$ cat config.mk
export PLATFORM = sky130hd
export DESIGN_NAME = register_file_sb_flat
export DESIGN_NICKNAME = d
export VERILOG_FILES = /design/src/rtl/regfile_pkg.sv /design/src/rtl/register_file_sb_if.sv /design/src/rtl/rf_scoreboard.sv /design/src/rtl/register_file_sb.sv /design/src/flat_wrapper.sv
export SDC_FILE = /design/constraint.sdc
export NUM_CORES = 2
export LEC_CHECK = 0
export ABC_AREA = 1
export CAP_MARGIN = 25
export CORE_MARGIN = 4
export CORE_UTILIZATION = 40
export DETAILED_ROUTE_END_ITERATION = 6
export SLEW_MARGIN = 10
export SYNTH_ARGS = -nofsm -noshare
export SYNTH_HDL_FRONTEND = slang
export SYNTH_HIERARCHICAL = 1
export SYNTH_SLANG_ARGS = --single-unit
$ cat constraint.sdc
create_clock -name clk -period 3.58 [get_ports clk]
set_input_delay 0.716 -clock clk [delete_from_list [all_inputs] [get_ports clk]]
set_output_delay 0.716 -clock clk [all_outputs]
set_load 0.01 [all_outputs]
$ cat src/rtl/regfile_pkg.sv
// rtl/regfile_pkg.sv - shared defaults, R0 index and select/data typedefs
// for the scoreboarded register file.
package regfile_pkg;
  localparam int DATA_W_DEF = 32;
  localparam int ADDR_W_DEF = 5;
  localparam int R0_IDX     = 0;

  typedef logic [DATA_W_DEF-1:0] data_t;
  typedef logic [ADDR_W_DEF-1:0] sel_t;
endpackage

$ cat src/rtl/register_file_sb_if.sv
// rtl/register_file_sb_if.sv - write-back, read and reservation bus of the register file.
// The master is the pipeline side (issue and write-back); the slave is the register file.
interface register_file_sb_if
  import regfile_pkg::*;
#(
  parameter int DATA_W = DATA_W_DEF,
  parameter int ADDR_W = ADDR_W_DEF
);
  logic [DATA_W-1:0] in;
  logic              wen;
  logic [ADDR_W-1:0] wsel;
  logic [ADDR_W-1:0] asel;
  logic [ADDR_W-1:0] bsel;
  logic [DATA_W-1:0] a_out;
  logic [DATA_W-1:0] b_out;
  logic              rsv_en;
  logic [ADDR_W-1:0] rsv_sel;
  logic              a_busy;
  logic              b_busy;
  logic [ADDR_W:0]   pend_cnt;
  logic              rsv_err;
  logic              wb_err;

  modport master (
    output in, wen, wsel, asel, bsel, rsv_en, rsv_sel,
    input  a_out, b_out, a_busy, b_busy, pend_cnt, rsv_err, wb_err
  );

  modport slave (
    input  in, wen, wsel, asel, bsel, rsv_en, rsv_sel,
    output a_out, b_out, a_busy, b_busy, pend_cnt, rsv_err, wb_err
  );
endinterface

$ cat src/rtl/rf_scoreboard.sv
// rtl/rf_scoreboard.sv - pending-write bits, pending count and error pulses.
// Optional macro REGFILE_BYPASS_EN forwards a same-cycle write into the busy lookups.
module rf_scoreboard
  import regfile_pkg::*;
#(
  parameter int ADDR_W   = ADDR_W_DEF,
  parameter int ZERO_REG = 1
) (
  input  logic              clk,
  input  logic              reset,
  input  logic              wen,
  input  logic [ADDR_W-1:0] wsel,
  input  logic              rsv_en,
  input  logic [ADDR_W-1:0] rsv_sel,
  input  logic [ADDR_W-1:0] asel,
  input  logic [ADDR_W-1:0] bsel,
  output logic              a_busy,
  output logic              b_busy,
  output logic [ADDR_W:0]   pend_cnt,
  output logic              rsv_err,
  output logic              wb_err
);
  localparam int              DEPTH  = 1 << ADDR_W;
  localparam logic [ADDR_W-1:0] R0_SEL = ADDR_W'(R0_IDX);
  localparam logic [ADDR_W:0]   ONE    = {{ADDR_W{1'b0}}, 1'b1};

  logic [DEPTH-1:0] pend_q, pend_d;
  logic [ADDR_W:0]  pend_cnt_q, pend_cnt_d;
  logic             rsv_err_q, rsv_err_d;
  logic             wb_err_q, wb_err_d;
  logic             wen_eff, rsv_eff, same_reg, inc, dec;

  // With ZERO_REG, anything aimed at R0 is dropped before it reaches the scoreboard.
  assign wen_eff  = wen    && !(ZERO_REG != 0 && wsel == R0_SEL);
  assign rsv_eff  = rsv_en && !(ZERO_REG != 0 && rsv_sel == R0_SEL);
  assign same_reg = wen_eff && rsv_eff && (wsel == rsv_sel);
  assign inc      = rsv_eff && !pend_q[rsv_sel];
  assign dec      = wen_eff && pend_q[wsel] && !same_reg;

  always_comb begin
    pend_d = pend_q;
    if (wen_eff) pend_d[wsel] = 1'b0;
    if (rsv_eff) pend_d[rsv_sel] = 1'b1;

    pend_cnt_d = pend_cnt_q;
    if (inc && !dec)      pend_cnt_d = pend_cnt_q + ONE;
    else if (dec && !inc) pend_cnt_d = pend_cnt_q - ONE;

    rsv_err_d = rsv_eff && pend_q[rsv_sel];
    wb_err_d  = wen_eff && !pend_q[wsel] && !same_reg;
  end

  always_ff @(posedge clk) begin
    if (reset) begin
      pend_q     <= '0;
      pend_cnt_q <= '0;
      rsv_err_q  <= 1'b0;
      wb_err_q   <= 1'b0;
    end else begin
      pend_q     <= pend_d;
      pend_cnt_q <= pend_cnt_d;
      rsv_err_q  <= rsv_err_d;
      wb_err_q   <= wb_err_d;
    end
  end

  always_comb begin
    a_busy = pend_q[asel];
    b_busy = pend_q[bsel];
`ifdef REGFILE_BYPASS_EN
    if (wen_eff && wsel == asel) a_busy = rsv_eff && (rsv_sel == asel);
    if (wen_eff && wsel == bsel) b_busy = rsv_eff && (rsv_sel == bsel);
`endif
    if (ZERO_REG != 0 && asel == R0_SEL) a_busy = 1'b0;
    if (ZERO_REG != 0 && bsel == R0_SEL) b_busy = 1'b0;
  end

  assign pend_cnt = pend_cnt_q;
  assign rsv_err  = rsv_err_q;
  assign wb_err   = wb_err_q;
endmodule

$ cat src/rtl/register_file_sb.sv
// rtl/register_file_sb.sv - 1W/2R register file with a pending-write scoreboard.
// Optional macro REGFILE_BYPASS_EN forwards write-back data to the read ports in the same cycle.
module register_file_sb
  import regfile_pkg::*;
#(
  parameter int DATA_W   = DATA_W_DEF,
  parameter int ADDR_W   = ADDR_W_DEF,
  parameter int ZERO_REG = 1
) (
  input logic               clk,
  input logic               reset,
  register_file_sb_if.slave bus
);
  localparam int              DEPTH  = 1 << ADDR_W;
  localparam logic [ADDR_W-1:0] R0_SEL = ADDR_W'(R0_IDX);

  logic [DATA_W-1:0] regs_q [DEPTH];
  logic [DATA_W-1:0] regs_d [DEPTH];
  logic [DATA_W-1:0] a_rd, b_rd;
  logic              wen_eff;

  assign wen_eff = bus.wen && !(ZERO_REG != 0 && bus.wsel == R0_SEL);

  always_comb begin
    regs_d = regs_q;
    if (wen_eff) regs_d[bus.wsel] = bus.in;
  end

  always_ff @(posedge clk) begin
    if (reset) begin
      for (int i = 0; i < DEPTH; i++) regs_q[i] <= '0;
    end else begin
      regs_q <= regs_d;
    end
  end

  // R0 forcing comes last so the bypass can never leak data onto a hardwired zero.
  always_comb begin
    a_rd = regs_q[bus.asel];
    b_rd = regs_q[bus.bsel];
`ifdef REGFILE_BYPASS_EN
    if (wen_eff && bus.wsel == bus.asel) a_rd = bus.in;
    if (wen_eff && bus.wsel == bus.bsel) b_rd = bus.in;
`endif
    if (ZERO_REG != 0 && bus.asel == R0_SEL) a_rd = '0;
    if (ZERO_REG != 0 && bus.bsel == R0_SEL) b_rd = '0;
  end

  assign bus.a_out = a_rd;
  assign bus.b_out = b_rd;

  rf_scoreboard #(
    .ADDR_W   (ADDR_W),
    .ZERO_REG (ZERO_REG)
  ) u_scoreboard (
    .clk      (clk),
    .reset    (reset),
    .wen      (bus.wen),
    .wsel     (bus.wsel),
    .rsv_en   (bus.rsv_en),
    .rsv_sel  (bus.rsv_sel),
    .asel     (bus.asel),
    .bsel     (bus.bsel),
    .a_busy   (bus.a_busy),
    .b_busy   (bus.b_busy),
    .pend_cnt (bus.pend_cnt),
    .rsv_err  (bus.rsv_err),
    .wb_err   (bus.wb_err)
  );
endmodule
$ cat src/flat_wrapper.sv
// flat-port wrapper written by rule: the top's interface ports become plain ports
module register_file_sb_flat import regfile_pkg::*;
#(
  parameter int DATA_W   = DATA_W_DEF,
  parameter int ADDR_W   = ADDR_W_DEF,
  parameter int ZERO_REG = 1
)
  (clk, reset, bus_in, bus_wen, bus_wsel, bus_asel, bus_bsel, bus_rsv_en, bus_rsv_sel, bus_a_out, bus_b_out, bus_a_busy, bus_b_busy, bus_pend_cnt, bus_rsv_err, bus_wb_err);
  register_file_sb_if #(.DATA_W(DATA_W), .ADDR_W(ADDR_W)) bus_i ();
  input logic clk;
  input logic reset;
  input wire logic [$bits(bus_i.in)-1:0] bus_in;
  input wire logic [$bits(bus_i.wen)-1:0] bus_wen;
  input wire logic [$bits(bus_i.wsel)-1:0] bus_wsel;
  input wire logic [$bits(bus_i.asel)-1:0] bus_asel;
  input wire logic [$bits(bus_i.bsel)-1:0] bus_bsel;
  input wire logic [$bits(bus_i.rsv_en)-1:0] bus_rsv_en;
  input wire logic [$bits(bus_i.rsv_sel)-1:0] bus_rsv_sel;
  output wire logic [$bits(bus_i.a_out)-1:0] bus_a_out;
  output wire logic [$bits(bus_i.b_out)-1:0] bus_b_out;
  output wire logic [$bits(bus_i.a_busy)-1:0] bus_a_busy;
  output wire logic [$bits(bus_i.b_busy)-1:0] bus_b_busy;
  output wire logic [$bits(bus_i.pend_cnt)-1:0] bus_pend_cnt;
  output wire logic [$bits(bus_i.rsv_err)-1:0] bus_rsv_err;
  output wire logic [$bits(bus_i.wb_err)-1:0] bus_wb_err;
  assign bus_i.in = bus_in;
  assign bus_i.wen = bus_wen;
  assign bus_i.wsel = bus_wsel;
  assign bus_i.asel = bus_asel;
  assign bus_i.bsel = bus_bsel;
  assign bus_i.rsv_en = bus_rsv_en;
  assign bus_i.rsv_sel = bus_rsv_sel;
  assign bus_a_out = bus_i.a_out;
  assign bus_b_out = bus_i.b_out;
  assign bus_a_busy = bus_i.a_busy;
  assign bus_b_busy = bus_i.b_busy;
  assign bus_pend_cnt = bus_i.pend_cnt;
  assign bus_rsv_err = bus_i.rsv_err;
  assign bus_wb_err = bus_i.wb_err;
  register_file_sb #(.DATA_W(DATA_W), .ADDR_W(ADDR_W), .ZERO_REG(ZERO_REG)) u_core (.clk(clk), .reset(reset), .bus(bus_i));
endmodule
After elaboration in Yosys (flattened, before gate mapping)
Cells that the tools add are included.
Storage, ports and cells
  word-level logic and storage cells: 111
  output and inout port bits: 74
  flip-flop bits (word level): 1064
  input port bits: 56
Operators by class
  order comparisons: 10
  bitwise gates (word level): 6
  multiplexer cells: 29
  add/sub/neg operators: 2
  reductions and logical operators: 27
  equal/unequal tests: 1
Operator list (number)
  $bwmux W1024: 1
  $bmux W32 S5: 2
  $mux W32: 9
  $demux W32 S5: 1
  $and A32 B32 Y32: 1
  $not A32 Y32: 1
  $or A32 B32 Y32: 1
  $lt A5 B6 Y1 const B: 4
  $bmux W1 S5: 4
  $logic_not A5 Y1: 4
  $ge A6 B6 Y1 const B: 3
  $not A5 Y6: 3
  $logic_and A1 B1 Y1: 15
  $mux W6: 2
  $demux W1 S5: 2
  $ge A5 B1 Y1 const B: 2
  $mux W1: 8
  $logic_not A1 Y1: 7
  $add A6 B1 Y6 const B: 1
  $lt A6 B1 Y1 const B: 1
  $sub A6 B1 Y6 const B: 1
  $eq A5 B5 Y1: 1
  $reduce_bool A2 Y1: 1

Logic depth before layout (Yosys ltp)
  word-level depth: 10
  depth in mapped cells: 22
  depth with buffers taken out: 21

Modules after synthesis
The synthesis kept the hierarchy.
By module, submodules not included
  register_file_sb: cells each 8719, area each 54076.9 µm², sequential area each 20499.7 µm², instances 1
  rf_scoreboard: cells each 612, area each 3378.2 µm², sequential area each 800.8 µm², instances 1

Worst setup path after synthesis
OpenSTA, ideal clock, no wires.
  path type: input port to flip-flop
  start: input bus_wsel[0]
  end: register u_core.u_scoreboard.pend_cnt_q[3] (netlist: u_core/u_scoreboard/pend_cnt[3])
  data required time: 3.465 ns
  library setup time: 0.115 ns
  cell stages on the path: 18
  buffers on the path: 1
  path slack: 0.831 ns
  arrival: 2.633 ns
  path through: buf_2 > nor2_1 > nand2_1 > nand4_1 > nand2_1 > nand2_1 > nor2_1 > nand2_1 > nand2_1 > ha_1 > inv_1 > ha_1 > nand2_1 > nand2_1 > a21oi_1 > xor2_1 > o21ai_0 > inv_1
On the way
  word-level cells in the longest chain between the ends: 10
  elaborated cells on any way between the ends: 16
  those cells by class: 1 x eq/ne; 3 x mux; 12 x reduce/logical
RTL lines
  from (decl): RTL line flat_wrapper.sv:14  | input wire logic [$bits(bus_i.wsel)-1:0] bus_wsel;
  parallel branches: the longest is 6 deep, another holds $bmux W1 S5
  $logic_and A1 B1 Y1 *: RTL line rf_scoreboard.sv:38  | assign dec = wen_eff && pend_q[wsel] && !same_reg;
  $logic_not A1 Y1: RTL line rf_scoreboard.sv:46  | if (inc && !dec) pend_cnt_d = pend_cnt_q + ONE;
  $logic_and A1 B1 Y1: RTL line rf_scoreboard.sv:46
  $mux W6 / $reduce_bool A2 Y1 (equally long branches)
  to (signal assigned): RTL line rf_scoreboard.sv:61  | pend_cnt_q <= pend_cnt_d;
  to (decl): RTL line rf_scoreboard.sv:28  | logic [ADDR_W:0] pend_cnt_q, pend_cnt_d;
Every way passes the cells marked *. The select of a mux whose other input is x is not followed.
A chain may end at the register's enable or synchronous reset.

Worst setup path after layout
  start: input bus_asel[0]
  end: output bus_a_out[0]
On the way
  word-level cells in the longest chain between the ends: 5
  elaborated cells on any way between the ends: 6
  those cells by class: 4 x mux; 1 x bitwise; 1 x reduce/logical
RTL lines
  from (decl): RTL line flat_wrapper.sv:15  | input wire logic [$bits(bus_i.asel)-1:0] bus_asel;
  $not A5 Y6 (not written as such): RTL line register_file_sb.sv:39  | a_rd = regs_q[bus.asel];
  $bmux W32 S5: RTL line register_file_sb.sv:39
  $mux W32 (not written as such) (2 in series): RTL line register_file_sb.sv:39
  $mux W32 *: RTL line register_file_sb.sv:45  | if (ZERO_REG != 0 && bus.asel == R0_SEL) a_rd = '0;
  to (decl): RTL line flat_wrapper.sv:19  | output wire logic [$bits(bus_i.a_out)-1:0] bus_a_out;
Every way passes the cells marked *; elsewhere a longest branch is shown, timed or not. The select of a mux whose other input is x is not followed.

==> results.toml <==
[setup_path]
crit_slowest_cell = "clkdlybuf4s50_1"
crit_fanout = 21
critical_path_arrival_ns = 2.88
cp-end-kind = "primary output"
crit_chain = "buf_12 > buf_16 > buf_12 > buf_12 > nand2_1 > nand3_1 > nand3_1 > nand2_1 > nand2_1 > nand3_2 > nand2_1 > nor2_1 > buf_4 > clkdlybuf4s50_1"
crit_top_cell = "nand2_1"
crit_path_start = "bus_asel[0]"
path_buf_inv = 6
slowest_delay_ns = 0.56
worstPathRequired_ns = 2.86
critPathLaunchType = "input pin"
path_delay_family = "buffers and inverters"
criticalPathCategory = "input pin to primary output"
r2r-start = "u_core/u_scoreboard/pend_q[28]$_SDFF_PP0_"

[grt]
grt_start_max_net_pins = 166
track_usage_pct = 32.21
top_usage_layer = "met2"
met1_usage_pct = 42.71
grt_pass1_vias = 60020
overflow = 0
grt_util_met2_pct = 49.49
grt_pass1_wl_um = 378800
grt_antenna_before_repair = 9
met3_usage_pct = 6.581

[synthesis]
syn_area_per_cell_um2 = 6.157
synth_flop_cell = "dfxtp_1"
synth_xor_area_share_pct = 0.1220
synth_simple_gate_area_share_pct = 36.36
syn_area_um2 = 57460
synth_top_area_cell = "dfxtp_1"
ys_top_cells_by_area = "dfxtp_1 37%, nand2_1 20%, nand3_1 12%, a21oi_1 9.3%, o21ai_0 8.1%"
synth-edff-count = 0
syn_nets = 9394
synthMuxAreaShare_pct = 0
yosysWarnings = 6
async_flop_share_pct = 0
synth_top_family_by_area = "simple AND/OR/NAND/NOR gates"
synth-compound-area-share_pct = 18.51
yosysUniqueCellTypes = 32
syn_inst = 9331
synth_most_common_cell = "nand2_1"
synth-seq-cells = 1064
synth_common_cells = "2988 x nand2_1, 1434 x nand3_1, 1064 x a21oi_1, 1064 x dfxtp_1, 925 x o21ai_0"
ys_seq_area_share_pct = 37.07
synth_fa_ha_area_share_pct = 0.1655
synth_top_area_share_pct = 37.07

[clocking]
clk_latency_ns = 0.76
numCtsBuffers = 120
htree_levels = 3
cts.sink_count = 1064
clock_path_buffers = 3
path_clk_slew_ns = 0.06
cts_root_buf = "clkbuf_16"
cts_tree = "yes"

[power_and_ir_drop]
p_seq_share_pct = 40.7
clkPwrFrac_pct = 44.4
p_leak_nw = 27.85
internal_power_mw = 21.27
p_sw_mw = 8.521
comb_power_share_pct = 14.9
p_sw_share_pct = 28.60
p_per_area_nw_per_um2 = 433.6
vdd_drop_max_mv = 0.4072

[detailed_routing]
drc = 0
vias = 65740
ant_nets = 0
viasPerCell = 5.841
dr.pass1.iters = 6
drtIter0Drc = 9089
wirelength_um = 254700
wl_per_cell_um = 22.63

[timing]
rsz0062_at_grt = "yes"
worst_pin_slew_ns = 0.8682
setup_violations = 1
post-route-min-period_ns = 3.599
slew_headroom_pct = 42.12
fmax_mhz = 277.8
min_period_over_period_pct = 100.5
setup_tns_ns = -0.01935
postLayoutSetupSlackWorst_ns = -0.01935
fin_skew_ns = 0.01535
timing.final.hold_violations = 0
slew_violations = 0

[floorplanning]
die_h_um = 387.0
row_count = 138
die_w_um = 387.0
die_area_um2 = 149800
ioPinCount = 130
start_util_pct = 40.43
core_um2 = 142100

[run]
cap_viol_max_count = 0

[layout]
layout.cells.non_filler = 11260
final.fill_count = 14340
drive_above_1_share_pct = 9.360
nets = 9318
area_growth_pct = 19.57

[place]
post-dp-hpwl_um = 154300
place_congestion = 0.9568
dp.cells = 11000
portBuffers = 129

[outcome]
status = "complete, but fails checks"
violations = "negative setup slack"

[min_path]
hp-start = "u_core/regs_q[993]$_SDFFE_PP0P_"
hp-class = "register to register"
## metal layers
metal	up-vias	share of wire, %
li1	30680	-
met1	30480	41
met2	3827	43
met3	750	10
met4	6	5.7
met5	-	0.016
## per-stage QoR
stage	utilization [%]	setup slack, ns	power, mW	hold slack (ns)	cell area [µm²]
2_1_floorplan	-	0.8311	14.51	0.4163	57460
3_3_place_gp	44.68	-0.2155	16.52	0.4258	63490
3_5_place_dp	44.68	-0.2253	16.54	0.4309	63490
4_1_cts	47.99	-0.02829	29.79	0.4072	68200
5_1_grt	48.33	-0.09498	30.70	0.4582	68680
6_report	48.35	-0.01935	29.79	0.4404	68700
## flip-flops by register name, summed over array words and instances (netlist names)
name                          flops
u_core/regs_q                  1024
u_core/u_scoreboard/pend_cnt      6
u_core/u_scoreboard/pend_q       32
u_core/u_scoreboard/rsv_err       1
u_core/u_scoreboard/wb_err        1
## worst paths after layout
kind	end	slack [ns]	cells past startpoint
worst max register to register	u_core/u_scoreboard/pend_cnt[5]$_SDFFE_PP0P_	1.06	18
worst min register to register	u_core/regs_q[993]$_SDFFE_PP0P_	0.44	2
worst max-delay path	bus_a_out[0]	-0.02	14
worst min-delay path	u_core/regs_q[993]$_SDFFE_PP0P_	0.44	2
## layout make-up
cell class,count,area (µm²),share of cell area [%]
well taps,1890,2365,3.442
diodes,7,17.52,0.02550
flip-flops and latches,1064,21300,31.00
inverters,276,1117,1.626
repair buffers,639,7809,11.37
clock inverters,58,669.4,0.9744
multi-input cells,7154,31880,46.40
clock buffers,168,3547,5.163
## what timing repair did
item,4_1_cts,5_1_grt
cloned,9,4
hold buffers,0,0
buffers inserted,3,12
setup endpoints to repair,22,57
pin swaps,0,2
resized for setup,44,81
## cell families (layout without fill, tap and decap cells)
group,after synthesis,count (layout)
compound gates,2119,2119
xor+xnor,8,8
flops,1064,1064
other cells,0,7
buf+inv,1113,1141
fa+ha+maj,7,7
simple gates,5020,5020
## power groups by stage
stage               sequential [mW]  combinational (mW)  clock (mW)
detailed placement             12.4                4.17           0
global placement               12.4                4.15           0
finish                         12.1                4.43        13.2
floorplan                      12.3                2.16           0
global route                   12.1                4.68        13.9
CTS                            12.1                4.27        13.4
## placed cells by master (no fill, tap or decap), types with 34 or more instances in the layout
master,n
o21ai_0,925
clkinv_2,34
nand2_1,2987
nand3_1,1428
a21oi_1,1063
dfxtp_1,1064
buf_4,319
nor2_1,503
clkdlybuf4s50_1,77
o21ai_1,119
buf_12,151
clkbuf_16,127
inv_1,212
inv_2,53
## worst register-to-register path: stages, from the launching register on
cell and delay [ns]:
dfxtp_1 0.37, inv_1 0.09, o21ai_0 0.08, nand2_1 0.07, nand2_1 0.05, nand2_1 0.05, nand2_1 0.06, nor2_1 0.17
nand2_1 0.08, nor2_1 0.10, ha_1 0.25, inv_1 0.15, ha_1 0.33, a21oi_1 0.23, nand3_1 0.10, nand2_1 0.07
nand2_1 0.04, nand2_1 0.05, a21oi_1 0.05
Power figures use the tool's default switching activity.
